--- src/rtl/execute_muldiv.sv ---
`default_nettype none
// +----------------------------------------------------------------------------+
// | execute_muldiv: iterative RV64M multiply/divide (shift-add / restoring)    |
// | Rev 1.0                                                                    |
// +----------------------------------------------------------------------------+
module execute_muldiv #(
  parameter int XLEN      = 64,
  parameter bit EARLY_OUT = 1'b1
) (
  input  logic            clk,
  input  logic            rst,
  input  logic [XLEN-1:0] regE_i_valA,
  input  logic [XLEN-1:0] regE_i_valB,
  input  logic [3:0]      regE_i_mdu_op,
  input  logic            regE_i_mdu_valid,
  input  logic            ctrl_i_flush,
  output logic [XLEN-1:0] mdu_o_result,
  output logic            mdu_o_done,
  output logic            mdu_o_stall
);

  typedef enum logic [1:0] {S_IDLE = 2'd0, S_CALC = 2'd1, S_DONE = 2'd2} state_t;

  localparam logic [63:0] MIN64  = 64'h8000_0000_0000_0000;
  localparam logic [63:0] MIN32X = 64'hFFFF_FFFF_8000_0000;

  state_t       state, state_nx;
  logic [6:0]   count, count_nx;
  logic [127:0] acc, acc_nx, acc_step, prod_s;
  logic [63:0]  opb, opb_nx, result_nx;
  logic [3:0]   op_q, op_nx;
  logic         neg_q, neg_nx, done_nx;

  // Decode of the incoming op
  logic in_mul, in_w, in_asgn, in_bsgn, in_rem, in_rsvd;
  logic [63:0] a_ext, b_ext, a_mag, b_mag, fast_val;
  logic a_neg, b_neg, div0, ovf, mzero, fast;

  always_comb begin
    in_mul  = (regE_i_mdu_op <= 4'd3) || (regE_i_mdu_op == 4'd8);
    in_w    = (regE_i_mdu_op >= 4'd8);
    in_asgn = regE_i_mdu_op inside {4'd1, 4'd2, 4'd4, 4'd6, 4'd9, 4'd11};
    in_bsgn = regE_i_mdu_op inside {4'd1, 4'd4, 4'd6, 4'd9, 4'd11};
    in_rem  = regE_i_mdu_op inside {4'd6, 4'd7, 4'd11, 4'd12};
    in_rsvd = (regE_i_mdu_op >= 4'd13);
    a_ext = in_w ? {{32{in_asgn & regE_i_valA[31]}}, regE_i_valA[31:0]} : regE_i_valA;
    b_ext = in_w ? {{32{in_bsgn & regE_i_valB[31]}}, regE_i_valB[31:0]} : regE_i_valB;
    a_neg = in_asgn & a_ext[63];
    b_neg = in_bsgn & b_ext[63];
    a_mag = a_neg ? -a_ext : a_ext;
    b_mag = b_neg ? -b_ext : b_ext;
    div0  = ~in_mul & ~in_rsvd & (b_ext == 64'd0);
    ovf   = ~in_mul & in_asgn & in_bsgn & (a_ext == (in_w ? MIN32X : MIN64)) & (b_ext == '1);
    mzero = EARLY_OUT & in_mul & ((a_ext == 64'd0) | (b_ext == 64'd0));
    fast  = in_rsvd | div0 | ovf | mzero;
    fast_val = 64'd0;
    if (div0)
      fast_val = in_rem ? (in_w ? {{32{regE_i_valA[31]}}, regE_i_valA[31:0]} : regE_i_valA) : '1;
    else if (ovf)
      fast_val = in_rem ? 64'd0 : a_ext;
  end

  // Decode of the latched op
  logic q_mul, q_w, q_high, q_rem;
  always_comb begin
    q_mul  = (op_q <= 4'd3) || (op_q == 4'd8);
    q_w    = (op_q >= 4'd8);
    q_high = op_q inside {4'd1, 4'd2, 4'd3};
    q_rem  = op_q inside {4'd6, 4'd7, 4'd11, 4'd12};
  end

  // One radix-2 step; acc holds {partial product, multiplier} or {remainder, dividend/quotient}
  logic [64:0] add_sum, sub_rem, sub_diff;
  logic [63:0] dv, dv_s, fin;
  always_comb begin
    add_sum  = {1'b0, acc[127:64]} + (acc[0] ? {1'b0, opb} : 65'd0);
    sub_rem  = acc[127:63];
    sub_diff = sub_rem - {1'b0, opb};
    if (q_mul)
      acc_step = {add_sum, acc[63:1]};
    else if (!sub_diff[64])
      acc_step = {sub_diff[63:0], acc[62:0], 1'b1};
    else
      acc_step = {acc[126:0], 1'b0};

    prod_s = neg_q ? -acc_step : acc_step;
    dv     = q_rem ? acc_step[127:64] : (q_w ? {32'd0, acc_step[31:0]} : acc_step[63:0]);
    dv_s   = neg_q ? -dv : dv;
    if (q_mul)
      fin = q_w ? {{32{acc_step[63]}}, acc_step[63:32]}
                : (q_high ? prod_s[127:64] : prod_s[63:0]);
    else
      fin = q_w ? {{32{dv_s[31]}}, dv_s[31:0]} : dv_s;
  end

  always_comb begin
    state_nx  = state;
    count_nx  = count;
    acc_nx    = acc;
    opb_nx    = opb;
    op_nx     = op_q;
    neg_nx    = neg_q;
    result_nx = mdu_o_result;
    done_nx   = 1'b0;
    case (state)
      S_IDLE: begin
        if (regE_i_mdu_valid && !ctrl_i_flush) begin
          op_nx  = regE_i_mdu_op;
          neg_nx = in_mul ? (a_neg ^ b_neg) : (in_rem ? a_neg : (a_neg ^ b_neg));
          opb_nx = b_mag;
          // W divides start with the dividend in the upper half so 32 steps suffice
          acc_nx = (in_w && !in_mul) ? {64'd0, a_mag[31:0], 32'd0} : {64'd0, a_mag};
          if (fast) begin
            count_nx  = 7'd0;
            result_nx = fast_val;
            done_nx   = 1'b1;
            state_nx  = S_DONE;
          end else begin
            count_nx = in_w ? 7'd32 : 7'd64;
            state_nx = S_CALC;
          end
        end
      end
      S_CALC: begin
        acc_nx   = acc_step;
        count_nx = count - 7'd1;
        if (count == 7'd1) begin
          result_nx = fin;
          done_nx   = 1'b1;
          state_nx  = S_DONE;
        end
      end
      S_DONE:  state_nx = S_IDLE;
      default: state_nx = S_IDLE;
    endcase
    if (ctrl_i_flush) begin
      state_nx  = S_IDLE;
      done_nx   = 1'b0;
      result_nx = mdu_o_result;
    end
  end

  always_ff @(posedge clk or negedge rst) begin
    if (!rst) begin
      state        <= S_IDLE;
      count        <= 7'd0;
      acc          <= 128'd0;
      opb          <= 64'd0;
      op_q         <= 4'd0;
      neg_q        <= 1'b0;
      mdu_o_result <= 64'd0;
      mdu_o_done   <= 1'b0;
    end else begin
      state        <= state_nx;
      count        <= count_nx;
      acc          <= acc_nx;
      opb          <= opb_nx;
      op_q         <= op_nx;
      neg_q        <= neg_nx;
      mdu_o_result <= result_nx;
      mdu_o_done   <= done_nx;
    end
  end

  assign mdu_o_stall = regE_i_mdu_valid & ~ctrl_i_flush & (state != S_DONE);

endmodule
`default_nettype wire

--- config.mk ---
export PLATFORM = sky130hd
export DESIGN_NAME = execute_muldiv
export DESIGN_NICKNAME = d
export VERILOG_FILES = /design/src/rtl/execute_muldiv.sv
export SDC_FILE = /design/constraint.sdc
export NUM_CORES = 2
export LEC_CHECK = 0
export BUFFER_PORTS_ARGS = -buffer_cell sky130_fd_sc_hd__buf_2
export CORE_ASPECT_RATIO = 1.2
export CORE_UTILIZATION = 45
export CTS_CLUSTER_DIAMETER = 80
export DETAILED_ROUTE_END_ITERATION = 10
export PLACE_DENSITY = 0.75
export SLEW_MARGIN = 20
export SYNTH_ARGS = -nofsm -noshare
export SYNTH_HDL_FRONTEND = slang
export SYNTH_SLANG_ARGS = --single-unit
--- constraint.sdc ---
create_clock -name clk -period 6.6 [get_ports clk]
set_clock_uncertainty 0.05 [all_clocks]
set_input_delay 1.32 -clock clk [delete_from_list [all_inputs] [get_ports clk]]
set_output_delay 1.32 -clock clk [all_outputs]
set_load 0.02 [all_outputs]
# Word level (Yosys, flattened, before mapping)
# Index checks and enable logic that the tools add are counted.
totals:
  elab_cells: 131
  in_bits: 136
  out_inout_bits: 66
  ff_bits: 271
classes:
  reduce_logical: 19
  bitwise_logic: 21
  n_eq_ne: 27
  n_lt_le_gt_ge: 5
  muxes: 44
  add_sub_neg: 7
ops:
  columns: ["cell", "n"]
  rows:
  - ["two-way mux 64 bit", 21]
  - ["two-way mux 128 bit", 4]
  - ["case mux 128 bit (2 select lines)", 1]
  - ["negation 64 bit", 3]
  - ["zero test 64 bit", 2]
  - ["negation 128 bit", 1]
  - ["case mux 64 bit (2 select lines)", 1]
  - ["adder 64 x 64 -> 65 bit", 1]
  - ["subtractor 65 x 64 -> 65 bit", 1]
  - ["equality test 64 bit", 1]
  - ["equality test 64 bit, second input constant", 1]
  - ["two-way mux 63 bit", 1]
  - ["equality test 4 bit, second input constant", 7]
  - ["two-way mux 7 bit", 3]
  - ["equality test 4 x 3 -> 1 bit, second input constant", 5]
  - ["case mux 7 bit (2 select lines)", 1]
  - ["bitwise AND 1 bit", 13]
  - ["equality test 4 x 2 -> 1 bit, second input constant", 3]
  - ["greater-or-equal comparator 4 bit, second input constant", 3]
  - ["equality test 4 x 1 -> 1 bit, second input constant", 2]
  - ["<= comparator 4 x 2 -> 1 bit, second input constant", 2]
  - ["two-way mux 2 bit", 4]
  - ["inequality test 2 bit, second input constant", 4]
  - ["nonzero test 4 bit", 2]
  - ["other kinds (20)", 36]

# Longest topological paths before layout
depth:
  ltp_word: 13
  ltp_mapped: 29
  mapped_depth_nobuf: 26

# Worst setup path after synthesis
# Ideal clock, no wire load.
synth_path:
  path_kind: "reg-to-reg"
  start: "reg acc[63]"
  end: "reg mdu_o_result[24]"
  n_path_buf: 1
  setup_ns: 0.110
  path_stages_with_launch: 26
  period_less_slack_ns: 6.154
  t_required_ns: 6.440
  arrival_ns: 5.994
  slack_ns: 0.446
  path_cell_list: "dfrtp_1 inv_1 ha_1 fa_1 nand2b_1 a21oi_2 o21ai_0 o21ai_1 a31oi_2 a21oi_4 buf_4 nor3_4 a21oi_1 ha_1 nand2_1 nor4b_2 nand3_1 nor4_1 nand3_1 or2_2 nor2_2 nand4_1 a32o_1 a221oi_1 a2111oi_0 o41ai_1"
synth_via:
  elab_chain_cells: 11
  elab_cells_between_ends: 15
  classes_between: "add/sub (3); mux (12)"
synth_lines:
  columns: ["element", "line_no", "source"]
  rows:
  - ["from (decl)", "29", "logic [127:0] acc, acc_nx, acc_step, prod_s;"]
  - ["from (signal assigned)", "156", "acc <= acc_nx;"]
  - ["subtractor 65 x 64 -> 65 bit", "78", "sub_diff = sub_rem - {1'b0, opb};"]
  - ["two-way mux 128 bit", "81", "else if (!sub_diff[64])"]
  - ["two-way mux 128 bit (*)", "79", "if (q_mul)"]
  - ["two-way mux 64 bit (2 in a row)", "87", "dv = q_rem ? acc_step[127:64] : (q_w ? {32'd0, acc_step[31:0]} : acc_step[63:0]);"]
  - ["negation 64 bit", "88", "dv_s = neg_q ? -dv : dv;"]
  - ["two-way mux 64 bit", "88", null]
  - ["two-way mux 64 bit", "93", "fin = q_w ? {{32{dv_s[31]}}, dv_s[31:0]} : dv_s;"]
  - ["two-way mux 64 bit (*)", "89", "if (q_mul)"]
  - ["two-way mux 64 bit (*)", "127", "if (count == 7'd1) begin"]
  - ["case mux 64 bit (2 select lines) (*)", "105", "case (state)"]
  - ["to (signal assigned)", "160", "mdu_o_result <= result_nx;"]
  - ["to (decl)", "17", "output logic [XLEN-1:0] mdu_o_result,"]
# Mark *: on every way between the ends. The rest lies on a longest branch, timed or not. The select of a mux whose other input is x is not followed.
# A chain may end at the register's enable or synchronous reset.

# Worst setup path after layout
layout_path:
  start: "reg acc[0]"
  end: "reg mdu_o_result[62]"
layout_via:
  elab_chain_cells: 10
  elab_cells_between_ends: 16
  classes_between: "add/sub (3); mux (13)"
layout_lines:
  columns: ["element", "line_no"]
  rows:
  - ["two-way mux 64 bit or two-way mux 128 bit (tied branches)", "76, 81"]
  - ["adder 64 x 64 -> 65 bit or two-way mux 128 bit (tied branches)", "76, 79"]
  - ["two-way mux 128 bit (*)", "79"]
  - ["negation 128 bit or two-way mux 64 bit (tied branches)", "86, 87"]
  - ["two-way mux 128 bit or negation 64 bit (tied branches)", "86, 88"]
  - ["two-way mux 64 bit (on tied branches)", "91, 88"]
  - ["two-way mux 64 bit (on tied branches)", "90, 93"]
  - ["two-way mux 64 bit (*)", "89"]
  - ["two-way mux 64 bit (*)", "127"]
  - ["case mux 64 bit (2 select lines) (*)", "105"]
# Marks and branches as above.

==> metrics.yaml <==
detailed_routing:
  met1_length_microns: 75000
  viasPerCell: 7.12
  wl_microns: 217000
  drc_errors: 0
  postRouteAntennaNets: 0
  wl_per_cell_microns: 33.8
  top_layer: "met5"
  via_count: 45793
  drtIter0Drc: 6485
  wl_met3_microns: 29300
  met2WireLength_microns: 87800
  drtPass1Iterations: 7
critical_path:
  end_kind: "flop"
  crit_type: "reg -> reg"
  worst_setup_path_start_kind: "flop"
  cp_data_required_time_ns: 7.04
  crit_fanout: 35
  crit_arrival_ns: 6.92
power:
  clkPwrFrac_pct: 9.4
  switching_power_mw: 14.0
  power_density_mw_per_mm2: 572
  p_sw_share_pct: 59.7
  pwr-share-seq_pct: 13.2
  p_int_mw: 9.45
  irDropWorstVdd_v: 0.000286
  power_mw: 23.4
  pwr-share-comb_pct: 77.4
  p_leak_nw: 17.1
clocking:
  worstSkewPairLatency_ns: 0.62
  cts_hold_buf: 0
  htreeDepth: 2
  cts.clk_slew.worst_paths_ns: 0.07
  cts_tree: "done"
  cts_buffers: 37
  clock-root-buffer: "clkbuf_16"
  cts.path.max_buffers: 3
  cts_sinks: 271
grt:
  track_usage_pct: 53.6
  grt_overflow_total: 0
  antenna_found_initial: 17
  grt_start_max_net_pins: 141
  grt_pass1_wl_microns: 307000
  grt_pass1_vias: 41840
timing:
  setup-tns-final_ns: 0
  fmax_mhz: 154
  tightest_slew_ns: 1.28
  final.setup.worst_slack_ns: 0.118
  report.final.slew_viol_count: 0
  timing.slew.headroom_pct: 14.1
  setup_violations: 0
  rsz0062_at_grt: "yes"
  period_needed_ns: 6.48
  hold_viol: 0
  finalCritPeriodShare_pct: 98.2
layout:
  fillers: 7810
  drive_gt1_share_pct: 15.5
  final_cell_area_sq_mm: 0.0409
  fin_nets: 5658
  area_delta_synth_final_pct: 16.3
job:
  drv_cap: 0
floorplan:
  die_h_microns: 308
  io_pins: 202
  core-area_sq_mm: 0.0769
  initial_core_util_pct: 45.7
  die_w_microns: 257
  die_area_sq_mm: 0.0793
  std_cell_rows: 111
synth:
  post_synth.cell_area_avg_sq_um: 6.95
  postSynthCellCount: 5066
  synth-edff-count: 0
  syn_nets: 5339
  synth_ff_type: "dfrtp_1"
  ys_warn_count: 0
  netlist_top_cells_area: "dfrtp_1 (19%), nand2_1 (6.8%), a21oi_1 (6.6%)"
  netlist_area_sq_mm: 0.0352
  yosysUniqueCellTypes: 110
  synth_top_cell_area_share_pct: 19.3
  ys_seq_elements: 271
  yosysTopAreaCell: "dfrtp_1"
  async_flop_share_pct: 100
  ys_seq_area_share_pct: 19.3
placed_design:
  numPortBuffers: 201
  gp_routability_congestion: 1.12
  dp_hpwl_microns: 170000
  post_dp_cell_area_sq_mm: 0.0395
  post-place-ws_ns: -0.248
hold_path:
  hold_path_class: "reg -> reg"
status:
  run_status: "completed"
## final timing paths
check	startpoint	to	slack [ns]	cells past startpoint
max in group asynchronous	rst	neg_q$_DFFE_PN0P_	4.52	2
max reg2reg	acc[0]$_DFFE_PN0P_	mdu_o_result[62]$_DFFE_PN0P_	0.12	19
max	acc[0]$_DFFE_PN0P_	mdu_o_result[62]$_DFFE_PN0P_	0.12	19
min	count[5]$_DFFE_PN0P_	count[5]$_DFFE_PN0P_	0.44	1
min reg2reg	count[5]$_DFFE_PN0P_	count[5]$_DFFE_PN0P_	0.44	1
min in group asynchronous	rst	mdu_o_result[49]$_DFFE_PN0P_	0.55	1
## cell usage in the layout (no fill, tap or decap), drive strengths merged, types with 86 or more instances in the layout
cell / count
nand2: 644
buf: 627
nor2: 483
o21ai: 483
a21oi: 471
dfrtp: 271
xnor2: 192
nor3: 188
nand3: 181
xor2: 149
ha: 135
inv: 113
nand4: 94
o31ai: 86
## routing by layer
| layer | vias to the layer above | global-route usage [%] |
|---|---|---|
| li1 | 19431 | - |
| met3 | 992 | 18.5 |
| met2 | 3693 | 77.5 |
| met1 | 21657 | 62.0 |
| met5 | - | 0 |
| met4 | 20 | 49.3 |
## registers in the layout, summed over array words and instances (netlist names)
signal,count
count,7
op_q,4
neg_q,1
opb,64
state,2
mdu_o_result,64
mdu_o_done,1
acc,128
## cells by family (layout without fill, tap and decap cells)
group / after synthesis / in the layout / synth area share [%]
simple gates: 2024 / 2024 / 27.6
fa+ha+maj: 137 / 137 / 4.91
buf+inv: 459 / 806 / 5.21
flops: 271 / 271 / 19.3
mux: 97 / 97 / 2.81
compound gates: 1737 / 1737 / 31.7
other cells: 0 / 2 / 0
xor+xnor: 341 / 341 / 8.49
## cell usage after synthesis (all sizes together) (59+ instances only)
cell	number
nand2	644
nor2	483
o21ai	483
a21oi	471
dfrtp	271
clkbuf	256
xnor2	192
nor3	188
nand3	181
xor2	149
ha	135
inv	110
nand4	94
buf	91
o31ai	86
and2	85
mux2i	84
a31oi	80
o221ai	67
nor4	65
a21o	59
## metrics by stage
step	hold WS (ns)	utilization, %	cells
2_1_floorplan	0.399	-	5066
3_3_place_gp	0.418	51.3	6359
3_5_place_dp	0.422	51.4	6359
4_1_cts	0.436	53.0	6427
5_1_grt	0.465	53.2	6430
6_report	0.436	53.2	6432
## worst max-delay path, stage by stage (launching register included)
cell and delay, ns:
dfrtp_1 0.52, buf_12 0.24, and2_1 0.19, ha_1 0.47, a21oi_1 0.19, o21a_1 0.18
o21ai_0 0.43, nor2_1 0.17, and4_1 0.34, o41ai_1 0.42, xor2_1 0.13, a221o_1 0.40
nand2b_4 0.21, or4b_4 0.57, or4_4 0.55, or3_1 0.36, o41ai_2 0.34, xnor2_1 0.10
a21oi_1 0.34, o21ai_1 0.12
## area by class of cell
cell class / count / area [sq um] / area share (%)
tap: 1017 / 1270 / 3.11
sequential: 271 / 6790 / 16.6
clock inverter: 13 / 156 / 0.382
multi-input combinational: 4336 / 26800 / 65.5
inverter: 112 / 424 / 1.04
antenna: 2 / 5.00 / 0.0122
timing repair buffer: 627 / 4380 / 10.7
clock buffer: 54 / 1100 / 2.69
## power by group through the flow
| stage | Combinational, mW | Sequential [mW] | Clock [mW] |
|---|---|---|---|
| 2_1_floorplan | 9.55 | 2.82 | 0 |
| 3_3_place_gp | 16.9 | 3.03 | 0 |
| 3_5_place_dp | 16.8 | 3.03 | 0 |
| 4_1_cts | 16.9 | 3.01 | 2.19 |
| 5_1_grt | 18.6 | 3.09 | 2.23 |
| 6_report | 18.1 | 3.09 | 2.21 |
## timing repair
item                                    in CTS  in global routing
pin swaps                                    1                  4
buffers inserted                             1                  1
endpoints found under the setup margin       4                 19
resized for setup                            5                 16
(Power assumes the default switching activity.)
